$ cat src/rtl/lab4_ssd_scan_pkg.sv
// Shared constants for the lab4_ssd_scan seven-segment scan driver.
// Segment encoding is {a,b,c,d,e,f,g,dp}, active-low.
package lab4_ssd_scan_pkg;

   typedef enum logic {
      GUARD = 1'b0,
      SHOW  = 1'b1
   } state_e;

   localparam logic [7:0] SS_0     = 8'b0000_0011;
   localparam logic [7:0] SS_1     = 8'b1001_1111;
   localparam logic [7:0] SS_2     = 8'b0010_0101;
   localparam logic [7:0] SS_3     = 8'b0000_1101;
   localparam logic [7:0] SS_4     = 8'b1001_1001;
   localparam logic [7:0] SS_5     = 8'b0100_1001;
   localparam logic [7:0] SS_6     = 8'b0100_0001;
   localparam logic [7:0] SS_7     = 8'b0001_1111;
   localparam logic [7:0] SS_8     = 8'b0000_0001;
   localparam logic [7:0] SS_9     = 8'b0000_1001;
   localparam logic [7:0] SS_F     = 8'b0111_0001;
   localparam logic [7:0] SS_BLANK = 8'hFF;
   localparam logic [3:0] DIG_OFF  = 4'b1111;

   // One-cold enable for the selected digit.
   function automatic logic [3:0] digit_enable(input logic [1:0] idx);
      digit_enable = ~(4'b0001 << idx);
   endfunction

endpackage

$ cat src/rtl/lab4_ssd_scan_if.sv
// Digit-pattern inputs and multiplexed display outputs of lab4_ssd_scan.
interface lab4_ssd_scan_if;
   logic [7:0] dig0;
   logic [7:0] dig1;
   logic [7:0] dig2;
   logic [7:0] dig3;
   logic [3:0] blank_mask;
   logic [3:0] blink_mask;
   logic [7:0] segs;
   logic [3:0] ssd_ctl;

   modport master (
      output dig0, dig1, dig2, dig3, blank_mask, blink_mask,
      input  segs, ssd_ctl
   );

   modport slave (
      input  dig0, dig1, dig2, dig3, blank_mask, blink_mask,
      output segs, ssd_ctl
   );
endinterface

$ cat src/rtl/lab4_ssd_scan_timer.sv
// GUARD/SHOW sequencer: dwell counter, digit index, snapshot and frame strobes.
// The frame strobe port exists only when LAB4_SSD_SCAN_BLINK_EN is defined.
module lab4_ssd_scan_timer
   import lab4_ssd_scan_pkg::*;
#(
   parameter int SCAN_DIV  = 100000,
   parameter int GUARD_CYC = 1000
) (
   input  logic       clk,
   input  logic       rst_n,
   output logic [1:0] idx_o,
   output logic       show_stb_o,
   output logic       guard_stb_o,
   output logic       snap_stb_o
`ifdef LAB4_SSD_SCAN_BLINK_EN
   ,
   output logic       frame_stb_o
`endif
);
   localparam int MAX_CYC = (SCAN_DIV > GUARD_CYC) ? SCAN_DIV : GUARD_CYC;
   localparam int CW      = $clog2(MAX_CYC);
   localparam logic [CW-1:0] SHOW_LAST  = CW'(SCAN_DIV - 1);
   localparam logic [CW-1:0] GUARD_LAST = CW'(GUARD_CYC - 1);

   state_e        state_q, state_d;
   logic [CW-1:0] cnt_q, cnt_d;
   logic [1:0]    idx_q, idx_d;

   assign show_stb_o  = (state_q == GUARD) && (cnt_q == GUARD_LAST);
   assign guard_stb_o = (state_q == SHOW) && (cnt_q == SHOW_LAST);
   assign snap_stb_o  = show_stb_o && (idx_q == 2'd0);
   assign idx_o       = idx_q;
`ifdef LAB4_SSD_SCAN_BLINK_EN
   assign frame_stb_o = guard_stb_o && (idx_q == 2'd3);
`endif

   always_comb begin
      state_d = state_q;
      cnt_d   = cnt_q + CW'(1);
      idx_d   = idx_q;
      case (state_q)
         GUARD: begin
            if (show_stb_o) begin
               state_d = SHOW;
               cnt_d   = '0;
            end else begin
               state_d = GUARD;
            end
         end
         SHOW: begin
            if (guard_stb_o) begin
               state_d = GUARD;
               cnt_d   = '0;
               idx_d   = idx_q + 2'd1;
            end else begin
               state_d = SHOW;
            end
         end
         default: begin
            state_d = GUARD;
            cnt_d   = '0;
            idx_d   = 2'd0;
         end
      endcase
   end

   always_ff @(posedge clk or negedge rst_n) begin
      if (!rst_n) begin
         state_q <= GUARD;
         cnt_q   <= '0;
         idx_q   <= 2'd0;
      end else begin
         state_q <= state_d;
         cnt_q   <= cnt_d;
         idx_q   <= idx_d;
      end
   end

endmodule

$ cat src/rtl/lab4_ssd_scan.sv
// Four-digit seven-segment scan driver with guard interval and per-frame input snapshot.
// Define LAB4_SSD_SCAN_BLINK_EN to enable per-digit blinking via blink_mask.
module lab4_ssd_scan
   import lab4_ssd_scan_pkg::*;
#(
   parameter int SCAN_DIV     = 100000,
   parameter int GUARD_CYC    = 1000,
   parameter int BLINK_FRAMES = 128
) (
   input  logic           clk,
   input  logic           rst_n,
   lab4_ssd_scan_if.slave ssd
);
   logic [1:0]      idx_s;
   logic            show_stb_s, guard_stb_s, snap_stb_s;
   logic [3:0][7:0] snap_q, snap_d, live_pat_s;
   logic [3:0]      blank_q, blank_d;
   logic [7:0]      segs_q, segs_d;
   logic [3:0]      ctl_q, ctl_d;
   logic            dark_s;

`ifdef LAB4_SSD_SCAN_BLINK_EN
   localparam int FW = (BLINK_FRAMES > 1) ? $clog2(BLINK_FRAMES) : 1;
   logic          frame_stb_s;
   logic [3:0]    blink_q, blink_d;
   logic [FW-1:0] fcnt_q;
   logic          phase_q;
`endif

   lab4_ssd_scan_timer #(
      .SCAN_DIV  (SCAN_DIV),
      .GUARD_CYC (GUARD_CYC)
   ) u_timer (
      .clk         (clk),
      .rst_n       (rst_n),
      .idx_o       (idx_s),
      .show_stb_o  (show_stb_s),
      .guard_stb_o (guard_stb_s),
      .snap_stb_o  (snap_stb_s)
`ifdef LAB4_SSD_SCAN_BLINK_EN
      ,
      .frame_stb_o (frame_stb_s)
`endif
   );

   assign live_pat_s = {ssd.dig3, ssd.dig2, ssd.dig1, ssd.dig0};

   // Digit 0 reads the snapshot being loaded on this same edge, not the stale one.
   always_comb begin
      snap_d  = snap_stb_s ? live_pat_s : snap_q;
      blank_d = snap_stb_s ? ssd.blank_mask : blank_q;
      dark_s  = blank_d[idx_s];
`ifdef LAB4_SSD_SCAN_BLINK_EN
      blink_d = snap_stb_s ? ssd.blink_mask : blink_q;
      dark_s  = dark_s | (blink_d[idx_s] & phase_q);
`endif
      segs_d = segs_q;
      ctl_d  = ctl_q;
      if (guard_stb_s) begin
         segs_d = SS_BLANK;
         ctl_d  = DIG_OFF;
      end else if (show_stb_s) begin
         segs_d = dark_s ? SS_BLANK : snap_d[idx_s];
         ctl_d  = digit_enable(idx_s);
      end else begin
         segs_d = segs_q;
         ctl_d  = ctl_q;
      end
   end

   always_ff @(posedge clk or negedge rst_n) begin
      if (!rst_n) begin
         snap_q  <= {4{SS_BLANK}};
         blank_q <= 4'b0000;
         segs_q  <= SS_BLANK;
         ctl_q   <= DIG_OFF;
      end else begin
         snap_q  <= snap_d;
         blank_q <= blank_d;
         segs_q  <= segs_d;
         ctl_q   <= ctl_d;
      end
   end

`ifdef LAB4_SSD_SCAN_BLINK_EN
   // Blink phase flips after every BLINK_FRAMES completed frames.
   always_ff @(posedge clk or negedge rst_n) begin
      if (!rst_n) begin
         blink_q <= 4'b0000;
         fcnt_q  <= '0;
         phase_q <= 1'b0;
      end else begin
         blink_q <= blink_d;
         if (frame_stb_s) begin
            if (fcnt_q == FW'(BLINK_FRAMES - 1)) begin
               fcnt_q  <= '0;
               phase_q <= ~phase_q;
            end else begin
               fcnt_q  <= fcnt_q + FW'(1);
            end
         end
      end
   end
`endif

   assign ssd.segs    = segs_q;
   assign ssd.ssd_ctl = ctl_q;

endmodule

$ cat src/flat_wrapper.sv
// flat-port wrapper written by rule: the top's interface ports become plain ports
module lab4_ssd_scan_flat import lab4_ssd_scan_pkg::*;
#(
   parameter int SCAN_DIV     = 100000,
   parameter int GUARD_CYC    = 1000,
   parameter int BLINK_FRAMES = 128
)
  (clk, rst_n, ssd_dig0, ssd_dig1, ssd_dig2, ssd_dig3, ssd_blank_mask, ssd_blink_mask, ssd_segs, ssd_ssd_ctl);
  lab4_ssd_scan_if ssd_i ();
  input  logic clk;
  input  logic rst_n;
  input wire logic [$bits(ssd_i.dig0)-1:0] ssd_dig0;
  input wire logic [$bits(ssd_i.dig1)-1:0] ssd_dig1;
  input wire logic [$bits(ssd_i.dig2)-1:0] ssd_dig2;
  input wire logic [$bits(ssd_i.dig3)-1:0] ssd_dig3;
  input wire logic [$bits(ssd_i.blank_mask)-1:0] ssd_blank_mask;
  input wire logic [$bits(ssd_i.blink_mask)-1:0] ssd_blink_mask;
  output wire logic [$bits(ssd_i.segs)-1:0] ssd_segs;
  output wire logic [$bits(ssd_i.ssd_ctl)-1:0] ssd_ssd_ctl;
  assign ssd_i.dig0 = ssd_dig0;
  assign ssd_i.dig1 = ssd_dig1;
  assign ssd_i.dig2 = ssd_dig2;
  assign ssd_i.dig3 = ssd_dig3;
  assign ssd_i.blank_mask = ssd_blank_mask;
  assign ssd_i.blink_mask = ssd_blink_mask;
  assign ssd_segs = ssd_i.segs;
  assign ssd_ssd_ctl = ssd_i.ssd_ctl;
  lab4_ssd_scan #(.SCAN_DIV(SCAN_DIV), .GUARD_CYC(GUARD_CYC), .BLINK_FRAMES(BLINK_FRAMES)) u_core (.clk(clk), .rst_n(rst_n), .ssd(ssd_i));
endmodule
$ cat config.mk
export PLATFORM = sky130hd
export DESIGN_NAME = lab4_ssd_scan_flat
export DESIGN_NICKNAME = d
export VERILOG_FILES = /design/src/rtl/lab4_ssd_scan_pkg.sv /design/src/rtl/lab4_ssd_scan_if.sv /design/src/rtl/lab4_ssd_scan_timer.sv /design/src/rtl/lab4_ssd_scan.sv /design/src/flat_wrapper.sv
export SDC_FILE = /design/constraint.sdc
export NUM_CORES = 1
export LEC_CHECK = 0
export ABC_AREA = 1
export CAP_MARGIN = 20
export CORE_MARGIN = 1
export CORE_UTILIZATION = 39
export DETAILED_ROUTE_END_ITERATION = 10
export GPL_TIMING_DRIVEN = 0
export PLACE_DENSITY = 0.68
export SLEW_MARGIN = 20
export SYNTH_ARGS = -nofsm -noshare
export SYNTH_HDL_FRONTEND = slang
export SYNTH_SLANG_ARGS = --single-unit
$ cat constraint.sdc
create_clock -name clk -period 2.42 [get_ports clk]
set_clock_uncertainty 0.1 [all_clocks]
set_input_delay 0.484 -clock clk [delete_from_list [all_inputs] [get_ports clk]]
set_output_delay 0.484 -clock clk [all_outputs]
set_load 0.02 [all_outputs]
==> results.tsv <==
stage	metric	value	unit
outcome	status	finished, final reports clean	
layout	drive_gt1_frac	0.183	
yosys	ys_types	26	
cts	post_cts_buffers	0	
layout	fillers	781	
worst_setup_path	rrSetupSlack	0.15	ns
floorplan	die_x	95.1	µm
worst_setup_path	critPathCaptureType	flip-flop	
timing	tightest_slew	0.553	ns
worst_setup_path	cpPeakStageDelay	0.41	ns
yosys	yosysSeqAreaShare	0.520	
worst_setup_path	crit_buf_inv	3	
timing	slew-limit-headroom	0.630	
place	gp_congestion	0.892	
worst_setup_path	reg2reg_to	u_core.ssd.segs[3]$_DFFE_PN1P_	
worst_setup_path	critPathLaunch	u_core.u_timer.idx_o[0]$_DFFE_PN0P_	
grt	antenna_found_initial	0	
layout	antenna_cells	0	
timing	hold_viol_final	0	
cts	clock_latency	0.35	ns
cts	clk_root_buffer_cell	clkbuf_8	
drt	wl_per_cell	13.5	µm
timing	holdWs	0.367	ns
worst_setup_path	r2r-start	u_core.u_timer.idx_o[0]$_DFFE_PN0P_	
timing	setup_viol	0	
cts	cts_max_path_buffers	2	
worst_setup_path	required	2.59	ns
worst_setup_path	critical_path_peak_fanout	11	
pwr	combPwrFrac	0.041	
drt	via_count	2912	
drt	drtIter0Drc	158	
worst_setup_path	crit_cells	10	
place	place_hpwl	5790	µm
worst_hold_path	hp-class	reg2reg	
timing	max_freq	0.441	GHz
yosys	synth_fa_ha_area_frac	0.0185	
drt	first_pass_iters	6	
grt	grt_pass1_vias	2830	
cts	cts_tree	yes	
yosys	synth_xor_area_frac	0.0181	
place	pre_cts_ws	-0.413	ns
pwr	p_switching	438	µW
pwr	power_density	509	nW/µm²
worst_setup_path	cpMaxStageDelayCell	dfrtp_1	
layout	finish.utilization	0.513	
yosys	synth-simple-area-share	0.358	
yosys	synth_nets	461	
floorplan	die_area	9040	µm²
floorplan	core	8300	µm²
pwr	total_power	2170	µW
layout	area_growth	25.9	%
floorplan	start_util	0.407	
job	maxCapViolations	0	
drt	routed_wirelength	7900	µm
grt	grt_pass1_wl	13500	µm
worst_setup_path	crit_chain	clkinv_2 -> clkbuf_4 -> ha_2 -> clkbuf_2 -> nand4_1 -> nand3_1 -> nand3_1 -> nand3_2 -> nor2_1 -> nor2_1	
place	port_buffers	49	
pwr	clock_power_share	0.433	
yosys	syn_area	3380	µm²
pwr	switching_share	0.202	
worst_setup_path	endpoint	u_core.ssd.segs[3]$_DFFE_PN1P_	
yosys	synth_compound_area_frac	0.0178	
cts	clkTransAtPathRegs	0.07	ns
worst_setup_path	worst_setup_path_start_kind	flip-flop	
cts	numCtsBuffers	9	
worst_setup_path	worst_ep_arrival_time	2.44	ns
timing	fin_tns_setup	0	ns
grt	track_usage	0.199	
yosys	ys_warn_count	0	
drt	ant_nets	0	
floorplan	pin_count	54	
yosys	syn_avg_cell_area	8.16	µm²
grt	grt_max_degree	59	
worst_setup_path	r2r_cells	10	
drt	remaining_drc_errors	0	
layout	multi_input_area	1410	µm²
cts	cts_sinks	68	
timing	setup_slack	0.152	ns
timing	fin_crit	2.27	ns
floorplan	dieHeight	95.1	µm
pwr	irDropWorstVdd	0.255	mV
timing	maxSlewViolCount	0	
yosys	ys_ff_latch	68	
pwr	seq_power_share	0.526	
yosys	netlist_instances	414	
layout	register_area	1760	µm²
cts	htreeDepth	3	
yosys	synth_top_family_by_area	simple AND/OR/NAND/NOR gates	
pwr	p_int	1730	µW
worst_setup_path	crit_type	reg2reg	
worst_setup_path	critPathTopFamily	simple AND/OR/NAND/NOR gates	
drt	vias_per_cell	4.98	
yosys	synth_mux_area_frac	0	
timing	fin_crit_sh	0.937	
layout	nNetsFinal	522	
floorplan	rows	33	
grt	grt-ovfl-total	0	
pwr	leakagePower	0.00194	µW
==> layer usage <==
layer  wire [µm]  GRT usage  vias up
met1        3620      0.265     1355
met4         155     0.0758        0
met2        3720      0.317       85
met5           0          0        -
met3         409     0.0431       12
li1            -          -     1460
==> worst min-delay path by stage <==
stage                                       from                           endpoint  cells past startpoint
3_5_place_dp                               rst_n  u_core.u_timer.cnt_q[2]$_DFF_PN0_                      1
5_1_grt        u_core.u_timer.cnt_q[0]$_DFF_PN0_  u_core.u_timer.cnt_q[0]$_DFF_PN0_                      1
4_1_cts        u_core.u_timer.cnt_q[0]$_DFF_PN0_  u_core.u_timer.cnt_q[0]$_DFF_PN0_                      1
2_1_floorplan                              rst_n        u_core.blank_q[0]$_DFF_PN0_                      0
6_report       u_core.u_timer.cnt_q[0]$_DFF_PN0_  u_core.u_timer.cnt_q[0]$_DFF_PN0_                      1
3_3_place_gp   u_core.u_timer.cnt_q[0]$_DFF_PN0_  u_core.u_timer.cnt_q[0]$_DFF_PN0_                      1
==> synthesized netlist by cell type <==
library cell  number  area share
nand2_1          125        0.14
nand3_1           61       0.090
nor2_1            49       0.054
dfstp_2           44        0.34
inv_1             26       0.029
dfrtp_1           24        0.18
nand4_1           23       0.043
clkbuf_1           7      0.0078
inv_2              6      0.0067
xor2_1             6       0.016
buf_2              5      0.0074
ha_1               5       0.019
o21ai_0            5      0.0074
a21oi_1            4      0.0059
buf_6              4       0.013
nor3_1             4      0.0059
nor4_1             4      0.0074
nand3_2            2      0.0059
nor2_2             2      0.0037
o21a_1             2      0.0044
buf_4              1      0.0022
clkinv_1           1      0.0011
nand2_2            1      0.0019
nor3_2             1      0.0030
nor4b_2            1      0.0044
xnor2_1            1      0.0026
==> power groups by stage <==
stage,registers (µW),logic (µW),clock network (µW)
after floorplan,1160,0.168,0
after global placement,1160,83.9,0
after detailed placement,1160,89.5,0
after CTS,1140,91.0,963
after global routing,1140,96.8,1020
final,1140,89.1,938
==> sequential cells by signal, summed over array words and instances, names as in the netlist <==
name and count:
u_core.blank_q 4, u_core.snap_q 32, u_core.ssd.segs 8, u_core.ssd.ssd_ctl 4, u_core.u_timer.cnt_q 17, u_core.u_timer.idx_o 2
u_core.u_timer.state_q 1
==> metrics by stage <==
stage / instances / area (µm²)
after floorplan: 414 / 3380
after global placement: 568 / 4000
after detailed placement: 569 / 4030
after CTS: 585 / 4240
after global routing: 585 / 4260
final: 585 / 4260
==> layout make-up <==
class | instances | area share
repair buffers | 51 | 0.123
multi-input cells | 296 | 0.331
flip-flops and latches | 68 | 0.413
clock inverters | 2 | 0.00823
clock buffers | 14 | 0.0382
plain buffers | 16 | 0.0256
well taps | 105 | 0.0309
inverters | 33 | 0.0294
==> layout by cell type (no fill, tap or decap) <==
cell type        instances
ha_2                     1
clkdlybuf4s50_1         48
a21oi_1                  4
nand2_2                  1
o21ai_0                  5
buf_2                    5
dfstp_2                 44
nand3_1                 61
bufinv_16                1
nor2_1                  49
buf_6                    4
nor2_2                   1
nand2_1                125
xnor2_1                  1
xor2_1                   6
nor3_1                   4
buf_4                    2
inv_2                    6
buf_1                    1
dfrtp_1                 23
nor2_4                   1
nor4b_2                  1
ha_1                     4
clkbuf_2                 1
inv_1                   26
clkinv_2                 2
clkbuf_4                 2
nor4_1                   4
clkbuf_1                 5
clkbuf_8                11
o21a_1                   2
nor3_4                   1
buf_16                   1
nand4_1                 23
nand3_2                  2
dlygate4sd3_1            1
dfrtp_2                  1
==> what timing repair did <==
item,4_1_cts,5_1_grt
hold buffers,1,0
resized for setup,4,9
hold endpoints to repair,8,0
endpoints found under the setup margin,8,8
==> cells by family (layout without fill, tap and decap cells) <==
| logic type | count (synthesis) | after routing |
|---|---|---|
| AO/OA/AOI/OAI | 11 | 11 |
| XOR/XNOR | 7 | 7 |
| adder cells (fa/ha/maj) | 5 | 5 |
| buffers and inverters | 50 | 116 |
| flip-flops | 68 | 68 |
| AND/OR/NAND/NOR | 273 | 273 |
Power figures use the tool's default switching activity.
